File: config.mk
export PLATFORM = sky130hd
export DESIGN_NAME = elgamal_job_sequencer_flat
export DESIGN_NICKNAME = d
export VERILOG_FILES = /design/src/rtl/elgamal_job_sequencer_if.sv /design/src/rtl/elgamal_job_sequencer.sv /design/src/flat_wrapper.sv
export SDC_FILE = /design/constraint.sdc
export NUM_CORES = 1
export LEC_CHECK = 0
export BUFFER_PORTS_ARGS = -buffer_cell sky130_fd_sc_hd__clkbuf_2
export CORE_ASPECT_RATIO = 0.6
export CORE_MARGIN = 4
export CORE_UTILIZATION = 25
export DETAILED_ROUTE_END_ITERATION = 10
export SLEW_MARGIN = 10
export SYNTH_ARGS = -nofsm -noshare
export SYNTH_HDL_FRONTEND = slang
export SYNTH_SLANG_ARGS = --single-unit
File: constraint.sdc
create_clock -name clk -period 3.2 [get_ports clk]
set_input_delay 0.16 -clock clk [delete_from_list [all_inputs] [get_ports clk]]
set_output_delay 0.16 -clock clk [all_outputs]
set_load 0.005 [all_outputs]
File: src/rtl/elgamal_job_sequencer_if.sv
// Handshake bundle between the ElGamal job sequencer and the shared
// scalar-multiplication engine (start/ready, scalar, point in, point out).
interface elgamal_job_sequencer_if #(
    parameter int N   = 3,
    parameter int K_W = 3
);
    logic           mul_start;
    logic [K_W-1:0] mul_k;
    logic [N-1:0]   mul_X0;
    logic [N-1:0]   mul_Y0;
    logic [N-1:0]   mul_Z0;
    logic [N-1:0]   mul_X1;
    logic [N-1:0]   mul_Y1;
    logic [N-1:0]   mul_Z1;
    logic           mul_ready;

    modport master (
        output mul_start, mul_k, mul_X0, mul_Y0, mul_Z0,
        input  mul_X1, mul_Y1, mul_Z1, mul_ready
    );

    modport slave (
        input  mul_start, mul_k, mul_X0, mul_Y0, mul_Z0,
        output mul_X1, mul_Y1, mul_Z1, mul_ready
    );
endinterface

File: src/rtl/elgamal_job_sequencer.sv
// Time-shares one scalar-multiplication engine across E2=d*E1, C1=r*E1 and
// S=r*E2, then forms C2=M+S through the external combinational adder.
module elgamal_job_sequencer #(
    parameter int N       = 3,
    parameter int K_W     = 3,
    parameter int TIMEOUT = 255
) (
    input  logic                    clk,
    input  logic                    reset,
    input  logic                    start,
    input  logic [K_W-1:0]          d_key,
    input  logic [K_W-1:0]          r_key,
    input  logic [N-1:0]            e1_X0,
    input  logic [N-1:0]            e1_Y0,
    input  logic [N-1:0]            e1_Z0,
    input  logic [N-1:0]            pt_X,
    input  logic [N-1:0]            pt_Y,
    input  logic [N-1:0]            pt_Z,
    elgamal_job_sequencer_if.master eng,
    output logic [N-1:0]            add_X0,
    output logic [N-1:0]            add_Y0,
    output logic [N-1:0]            add_Z0,
    output logic [N-1:0]            add_X1,
    output logic [N-1:0]            add_Y1,
    output logic [N-1:0]            add_Z1,
    input  logic [N-1:0]            add_X2,
    input  logic [N-1:0]            add_Y2,
    input  logic [N-1:0]            add_Z2,
    output logic [N-1:0]            x_C1,
    output logic [N-1:0]            y_C1,
    output logic [N-1:0]            z_C1,
    output logic [N-1:0]            x_C2,
    output logic [N-1:0]            y_C2,
    output logic [N-1:0]            z_C2,
    output logic                    busy,
    output logic                    done,
    output logic                    error
);
    localparam int CW = $clog2(TIMEOUT + 1);

    // Packed projective point: [0]=X, [1]=Y, [2]=Z
    typedef logic [2:0][N-1:0] point_t;
    localparam point_t P_INF = point_t'({{N{1'b0}}, N'(1), {N{1'b0}}});

    typedef enum logic [3:0] {
        S_IDLE,
        S_E2_ISSUE,
        S_E2_WAIT,
        S_C1_ISSUE,
        S_C1_WAIT,
        S_S_ISSUE,
        S_S_WAIT,
        S_ADD,
        S_FINISH
    } state_t;

    state_t         r_state;
    state_t         w_state_next;
    state_t         w_wait_state;
    state_t         w_after_job;

    logic [K_W-1:0] r_d;
    logic [K_W-1:0] r_r;
    point_t         r_e1;
    point_t         r_m;
    point_t         r_e2;
    point_t         r_c1;
    point_t         r_s;
    point_t         r_c2;
    point_t         r_out_c1;
    point_t         r_out_c2;
    logic [CW-1:0]  r_cnt;
    logic           r_abort;

    point_t         w_e1_in;
    point_t         w_m_in;
    point_t         w_mul_res;
    point_t         w_add_res;
    point_t         w_op_pt;
    point_t         w_job_val;
    logic [K_W-1:0] w_op_k;
    logic           w_skip;
    logic           w_mul_start;
    logic           w_ld_in;
    logic           w_ld_job;
    logic           w_ld_c2;
    logic           w_cnt_clr;
    logic           w_cnt_inc;
    logic           w_abort_set;
    logic           w_done;
    logic           w_error;

    assign w_e1_in   = {e1_Z0, e1_Y0, e1_X0};
    assign w_m_in    = {pt_Z, pt_Y, pt_X};
    assign w_mul_res = {eng.mul_Z1, eng.mul_Y1, eng.mul_X1};
    assign w_add_res = {add_Z2, add_Y2, add_X2};

    // Operands come purely from registers, so they hold steady from ISSUE
    // through the matching WAIT and fall to zero outside the job states.
    always_comb begin
        w_op_k       = '0;
        w_op_pt      = '0;
        w_wait_state = S_IDLE;
        w_after_job  = S_IDLE;
        case (r_state)
            S_E2_ISSUE, S_E2_WAIT: begin
                w_op_k       = r_d;
                w_op_pt      = r_e1;
                w_wait_state = S_E2_WAIT;
                w_after_job  = S_C1_ISSUE;
            end
            S_C1_ISSUE, S_C1_WAIT: begin
                w_op_k       = r_r;
                w_op_pt      = r_e1;
                w_wait_state = S_C1_WAIT;
                w_after_job  = S_S_ISSUE;
            end
            S_S_ISSUE, S_S_WAIT: begin
                w_op_k       = r_r;
                w_op_pt      = r_e2;
                w_wait_state = S_S_WAIT;
                w_after_job  = S_ADD;
            end
            default: begin
                w_op_k       = '0;
                w_op_pt      = '0;
                w_wait_state = S_IDLE;
                w_after_job  = S_IDLE;
            end
        endcase
        w_skip = (w_op_k == '0) || (w_op_pt[2] == '0);
    end

    always_comb begin
        w_state_next = r_state;
        w_mul_start  = 1'b0;
        w_ld_in      = 1'b0;
        w_ld_job     = 1'b0;
        w_ld_c2      = 1'b0;
        w_cnt_clr    = 1'b0;
        w_cnt_inc    = 1'b0;
        w_abort_set  = 1'b0;
        w_done       = 1'b0;
        w_error      = 1'b0;
        w_job_val    = w_mul_res;
        case (r_state)
            S_IDLE: begin
                if (start) begin
                    w_ld_in      = 1'b1;
                    w_state_next = S_E2_ISSUE;
                end
            end
            S_E2_ISSUE, S_C1_ISSUE, S_S_ISSUE: begin
                w_cnt_clr = 1'b1;
                // A zero scalar or a point at infinity needs no engine job
                if (w_skip) begin
                    w_ld_job     = 1'b1;
                    w_job_val    = P_INF;
                    w_state_next = w_after_job;
                end else begin
                    w_mul_start  = 1'b1;
                    w_state_next = w_wait_state;
                end
            end
            S_E2_WAIT, S_C1_WAIT, S_S_WAIT: begin
                if (eng.mul_ready) begin
                    w_ld_job     = 1'b1;
                    w_state_next = w_after_job;
                end else if (r_cnt == CW'(TIMEOUT)) begin
                    w_abort_set  = 1'b1;
                    w_state_next = S_FINISH;
                end else begin
                    w_cnt_inc = 1'b1;
                end
            end
            S_ADD: begin
                w_ld_c2      = 1'b1;
                w_state_next = S_FINISH;
            end
            S_FINISH: begin
                w_done       = 1'b1;
                w_error      = r_abort;
                w_state_next = S_IDLE;
            end
            default: begin
                w_state_next = S_IDLE;
            end
        endcase
    end

    always_ff @(posedge clk) begin
        if (reset) begin
            r_state  <= S_IDLE;
            r_d      <= '0;
            r_r      <= '0;
            r_e1     <= '0;
            r_m      <= '0;
            r_e2     <= '0;
            r_c1     <= '0;
            r_s      <= '0;
            r_c2     <= '0;
            r_out_c1 <= '0;
            r_out_c2 <= '0;
            r_cnt    <= '0;
            r_abort  <= 1'b0;
        end else begin
            r_state <= w_state_next;
            if (w_ld_in) begin
                r_d     <= d_key;
                r_r     <= r_key;
                r_e1    <= w_e1_in;
                r_m     <= w_m_in;
                r_abort <= 1'b0;
            end
            if (w_cnt_clr) begin
                r_cnt <= '0;
            end else if (w_cnt_inc) begin
                r_cnt <= r_cnt + CW'(1);
            end
            if (w_abort_set) begin
                r_abort <= 1'b1;
            end
            if (w_ld_job) begin
                case (r_state)
                    S_E2_ISSUE, S_E2_WAIT: r_e2 <= w_job_val;
                    S_C1_ISSUE, S_C1_WAIT: r_c1 <= w_job_val;
                    default:               r_s  <= w_job_val;
                endcase
            end
            // Ciphertext outputs become visible together with done
            if (w_ld_c2) begin
                r_c2     <= w_add_res;
                r_out_c1 <= r_c1;
                r_out_c2 <= w_add_res;
            end
        end
    end

    assign eng.mul_start = w_mul_start;
    assign eng.mul_k     = w_op_k;
    assign eng.mul_X0    = w_op_pt[0];
    assign eng.mul_Y0    = w_op_pt[1];
    assign eng.mul_Z0    = w_op_pt[2];

    assign add_X0 = r_m[0];
    assign add_Y0 = r_m[1];
    assign add_Z0 = r_m[2];
    assign add_X1 = r_s[0];
    assign add_Y1 = r_s[1];
    assign add_Z1 = r_s[2];

    assign x_C1 = r_out_c1[0];
    assign y_C1 = r_out_c1[1];
    assign z_C1 = r_out_c1[2];
    assign x_C2 = r_out_c2[0];
    assign y_C2 = r_out_c2[1];
    assign z_C2 = r_out_c2[2];

    assign busy  = (r_state != S_IDLE);
    assign done  = w_done;
    assign error = w_error;
endmodule

File: src/flat_wrapper.sv
// flat-port wrapper written by rule: the top's interface ports become plain ports
module elgamal_job_sequencer_flat 
#(
    parameter int N       = 3,
    parameter int K_W     = 3,
    parameter int TIMEOUT = 255
)
  (clk, reset, start, d_key, r_key, e1_X0, e1_Y0, e1_Z0, pt_X, pt_Y, pt_Z, add_X0, add_Y0, add_Z0, add_X1, add_Y1, add_Z1, add_X2, add_Y2, add_Z2, x_C1, y_C1, z_C1, x_C2, y_C2, z_C2, busy, done, error, eng_mul_start, eng_mul_k, eng_mul_X0, eng_mul_Y0, eng_mul_Z0, eng_mul_X1, eng_mul_Y1, eng_mul_Z1, eng_mul_ready);
  elgamal_job_sequencer_if #(.N(N), .K_W(K_W)) eng_i ();
  input  logic clk;
  input  logic reset;
  input  logic start;
  input  logic [K_W-1:0] d_key;
  input  logic [K_W-1:0] r_key;
  input  logic [N-1:0] e1_X0;
  input  logic [N-1:0] e1_Y0;
  input  logic [N-1:0] e1_Z0;
  input  logic [N-1:0] pt_X;
  input  logic [N-1:0] pt_Y;
  input  logic [N-1:0] pt_Z;
  output logic [N-1:0] add_X0;
  output logic [N-1:0] add_Y0;
  output logic [N-1:0] add_Z0;
  output logic [N-1:0] add_X1;
  output logic [N-1:0] add_Y1;
  output logic [N-1:0] add_Z1;
  input  logic [N-1:0] add_X2;
  input  logic [N-1:0] add_Y2;
  input  logic [N-1:0] add_Z2;
  output logic [N-1:0] x_C1;
  output logic [N-1:0] y_C1;
  output logic [N-1:0] z_C1;
  output logic [N-1:0] x_C2;
  output logic [N-1:0] y_C2;
  output logic [N-1:0] z_C2;
  output logic busy;
  output logic done;
  output logic error;
  output wire logic [$bits(eng_i.mul_start)-1:0] eng_mul_start;
  output wire logic [$bits(eng_i.mul_k)-1:0] eng_mul_k;
  output wire logic [$bits(eng_i.mul_X0)-1:0] eng_mul_X0;
  output wire logic [$bits(eng_i.mul_Y0)-1:0] eng_mul_Y0;
  output wire logic [$bits(eng_i.mul_Z0)-1:0] eng_mul_Z0;
  input wire logic [$bits(eng_i.mul_X1)-1:0] eng_mul_X1;
  input wire logic [$bits(eng_i.mul_Y1)-1:0] eng_mul_Y1;
  input wire logic [$bits(eng_i.mul_Z1)-1:0] eng_mul_Z1;
  input wire logic [$bits(eng_i.mul_ready)-1:0] eng_mul_ready;
  assign eng_mul_start = eng_i.mul_start;
  assign eng_mul_k = eng_i.mul_k;
  assign eng_mul_X0 = eng_i.mul_X0;
  assign eng_mul_Y0 = eng_i.mul_Y0;
  assign eng_mul_Z0 = eng_i.mul_Z0;
  assign eng_i.mul_X1 = eng_mul_X1;
  assign eng_i.mul_Y1 = eng_mul_Y1;
  assign eng_i.mul_Z1 = eng_mul_Z1;
  assign eng_i.mul_ready = eng_mul_ready;
  elgamal_job_sequencer #(.N(N), .K_W(K_W), .TIMEOUT(TIMEOUT)) u_core (.clk(clk), .reset(reset), .start(start), .d_key(d_key), .r_key(r_key), .e1_X0(e1_X0), .e1_Y0(e1_Y0), .e1_Z0(e1_Z0), .pt_X(pt_X), .pt_Y(pt_Y), .pt_Z(pt_Z), .eng(eng_i), .add_X0(add_X0), .add_Y0(add_Y0), .add_Z0(add_Z0), .add_X1(add_X1), .add_Y1(add_Y1), .add_Z1(add_Z1), .add_X2(add_X2), .add_Y2(add_Y2), .add_Z2(add_Z2), .x_C1(x_C1), .y_C1(y_C1), .z_C1(z_C1), .x_C2(x_C2), .y_C2(y_C2), .z_C2(z_C2), .busy(busy), .done(done), .error(error));
endmodule
==> impl_metrics.json <==
{
  "status": "complete, no violations",
  "synth_cell_types": 50,
  "ys.flop_type": "dfxtp_1",
  "finish.utilization": 0.324,
  "synth_seq_cells": 82,
  "cp.required_ns": 3.45,
  "mostFrequentLayoutCells": "nand2_1, clkbuf_2, dfxtp_1",
  "fin_skew_ns": 0.00998,
  "synthCells": 447,
  "tightest_slew_ns": 1.09,
  "hp-class": "in -> reg",
  "die_x_um": 165,
  "slew_viol_final": 0,
  "routedWlPerCell_um": 14.8,
  "vias": 3407,
  "track_usage": 0.132,
  "cts_buffers": 9,
  "max_cap_violations": 0,
  "netlist_top_cells_area": "dfxtp_1, nand2_1, mux2i_1, a21oi_1, nand2b_1",
  "ant_nets": 0,
  "ir_worst_vdd_uv": 296,
  "crit_slowest_cell": "o21ai_1",
  "crit_chain": "buf_4, nor2_2, a221oi_1, o32ai_1, nor3_1, o21ai_1, mux2i_1",
  "synth_top_area_cell": "dfxtp_1",
  "grt_setup_unrepaired": "false",
  "cp-start-kind": "flop",
  "avgSynthCellArea_um2": 8.29,
  "first_iter_violations": 233,
  "worstPathArrival_ns": 3.05,
  "area_growth_pct": 26.9,
  "drive_above_1_share": 0.257,
  "clkSinkCount": 82,
  "post-route-drc-count": 0,
  "fin_crit_ns": 2.79,
  "die_area_mm2": 0.0169,
  "yosys_warnings": 0,
  "ys_seq_area_frac": 0.443,
  "layout.cells.non_filler": 738,
  "core_mm2": 0.0145,
  "root_buffer": "clkbuf_16",
  "synth_top_area_share": 0.443,
  "placed_cells": 722,
  "grt_max_degree": 68,
  "synth.cell_area_mm2": 0.00370,
  "grt_pass1_wl_um": 17200,
  "max_slew_margin": 0.275,
  "gp_congestion": 0.870,
  "finalSetupTns_ns": 0,
  "postCtsHoldBufs": 0,
  "p_total_mw": 3.83,
  "cts_tree": "done",
  "num_io_pins": 98,
  "cp_slowest_stage_delay_ns": 0.83,
  "antenna_found_initial": 0,
  "rows": 34,
  "grt_pass1_vias": 3351,
  "insertion_delay_ns": 0.34,
  "avgViaCountPerCell": 4.62,
  "routed_wl_um": 11000,
  "synth_nets": 494,
  "crit_fanout": 12,
  "cts_setup_buffers": 0,
  "fmax_ghz": 0.358,
  "htreeDepth": 3,
  "fillers": 1553,
  "clk_path_buf_depth": 2,
  "async_flop_share": 0,
  "powerDensity_mw_per_mm2": 815,
  "synth_edf_count": 0,
  "die_height_um": 102,
  "start_util": 0.255,
  "p_leak_nw": 2.01,
  "postLayoutCellArea_mm2": 0.00470,
  "dp_hpwl_um": 8190,
  "n_antenna_cell": 0,
  "clkSlewWorstSetupHoldPaths_ns": 0.06,
  "numPortBuffers": 97,
  "worstSetupEndpointType": "flop",
  "cts_resized": 0,
  "place_area_mm2": 0.00437,
  "crit_type": "reg -> reg",
  "setup_viol": 0,
  "min_period_over_period": 0.873,
  "firstDrtPassIters": 4,
  "grt_remaining_overflow": 0,
  "hold_violations": 0,
  "final_nets": 582
}
[logic make-up after synthesis]
group | after synthesis | synth area share
xor gates and xnor gates | 7 | 0.0186
buffers and inverters | 34 | 0.0439
muxes | 32 | 0.0888
and+or+nand+nor | 201 | 0.250
adders and majority gates | 1 | 0.00338
AOI/OAI and AO/OA | 90 | 0.152
DFF | 82 | 0.443
[power by group]
group,total [mW],internal [mW],switching [mW]
Combinational,1.34,0.531,0.806
Sequential,1.36,1.19,0.167
Clock,1.13,0.706,0.429
Total,3.83,2.43,1.40
[synth_stat cells, drive strengths merged, types with 4 or more instances]
library cell  number
a21oi             50
a22oi              4
a31oi              5
and3               4
buf                8
clkbuf            24
dfxtp             82
mux2               4
mux2i             28
nand2             97
nand2b            30
nand3             11
nor2              33
nor2b             10
nor3               7
o21ai             13
xor2               5
[final cells by class]
| type | instances | area, um^2 | share of cell area |
|---|---|---|---|
| clock buffers | 10 | 239 | 0.0508 |
| clock inverters | 6 | 90.1 | 0.0192 |
| repair buffers | 109 | 576 | 0.122 |
| well taps | 198 | 248 | 0.0527 |
| inverters | 2 | 7.51 | 0.00160 |
| multi-input cells | 331 | 1900 | 0.404 |
| flip-flops and latches | 82 | 1640 | 0.349 |
[per-stage QoR]
step | worst slack [ns] | hold WS, ns
detailed placement | 0.448 | 0.390
finish | 0.406 | 0.0387
global placement | 0.602 | 0.383
CTS | 0.418 | 0.0231
global route | 0.141 | 0.0363
floorplan | 1.20 | 0.296
[critical path, delay by kind of cell, from the launching register on]
family	cells	cell delay [ns]
flops	1	0.45
buf+inv	1	0.26
compound gates	3	1.38
mux	1	0.30
simple gates	2	0.31
[metal layers]
metal	GRT usage	wire [um]	share of wire
met5	0	0	0
met4	0.0435	131	0.012
met3	0.0472	862	0.079
met2	0.192	4470	0.41
met1	0.182	5490	0.50
[final timing paths]
check	from	end	slack (ns)	cells past startpoint
worst min register to register	u_core.x_C1[0]$_SDFFE_PP0N_	u_core.x_C1[0]$_SDFFE_PP0N_	0.45	2
worst min-delay path	pt_Y[0]	u_core.add_Y0[0]$_SDFFE_PP0P_	0.04	3
worst max register to register	u_core.r_state[1]$_SDFFE_PP0P_	u_core.r_e2[6]$_SDFFE_PP0P_	0.41	7
worst max-delay path	u_core.r_state[1]$_SDFFE_PP0P_	u_core.r_e2[6]$_SDFFE_PP0P_	0.41	7
[sequential cells by signal (all words and copies together) (netlist names), 4 cells and up]
| signal | cells |
|---|---|
| u_core.r_c1 | 9 |
| u_core.r_e1 | 9 |
| u_core.r_e2 | 9 |
| u_core.r_state | 4 |
| u_core.r_cnt | 8 |
Note: power is estimated with default switching activity, not from simulation.
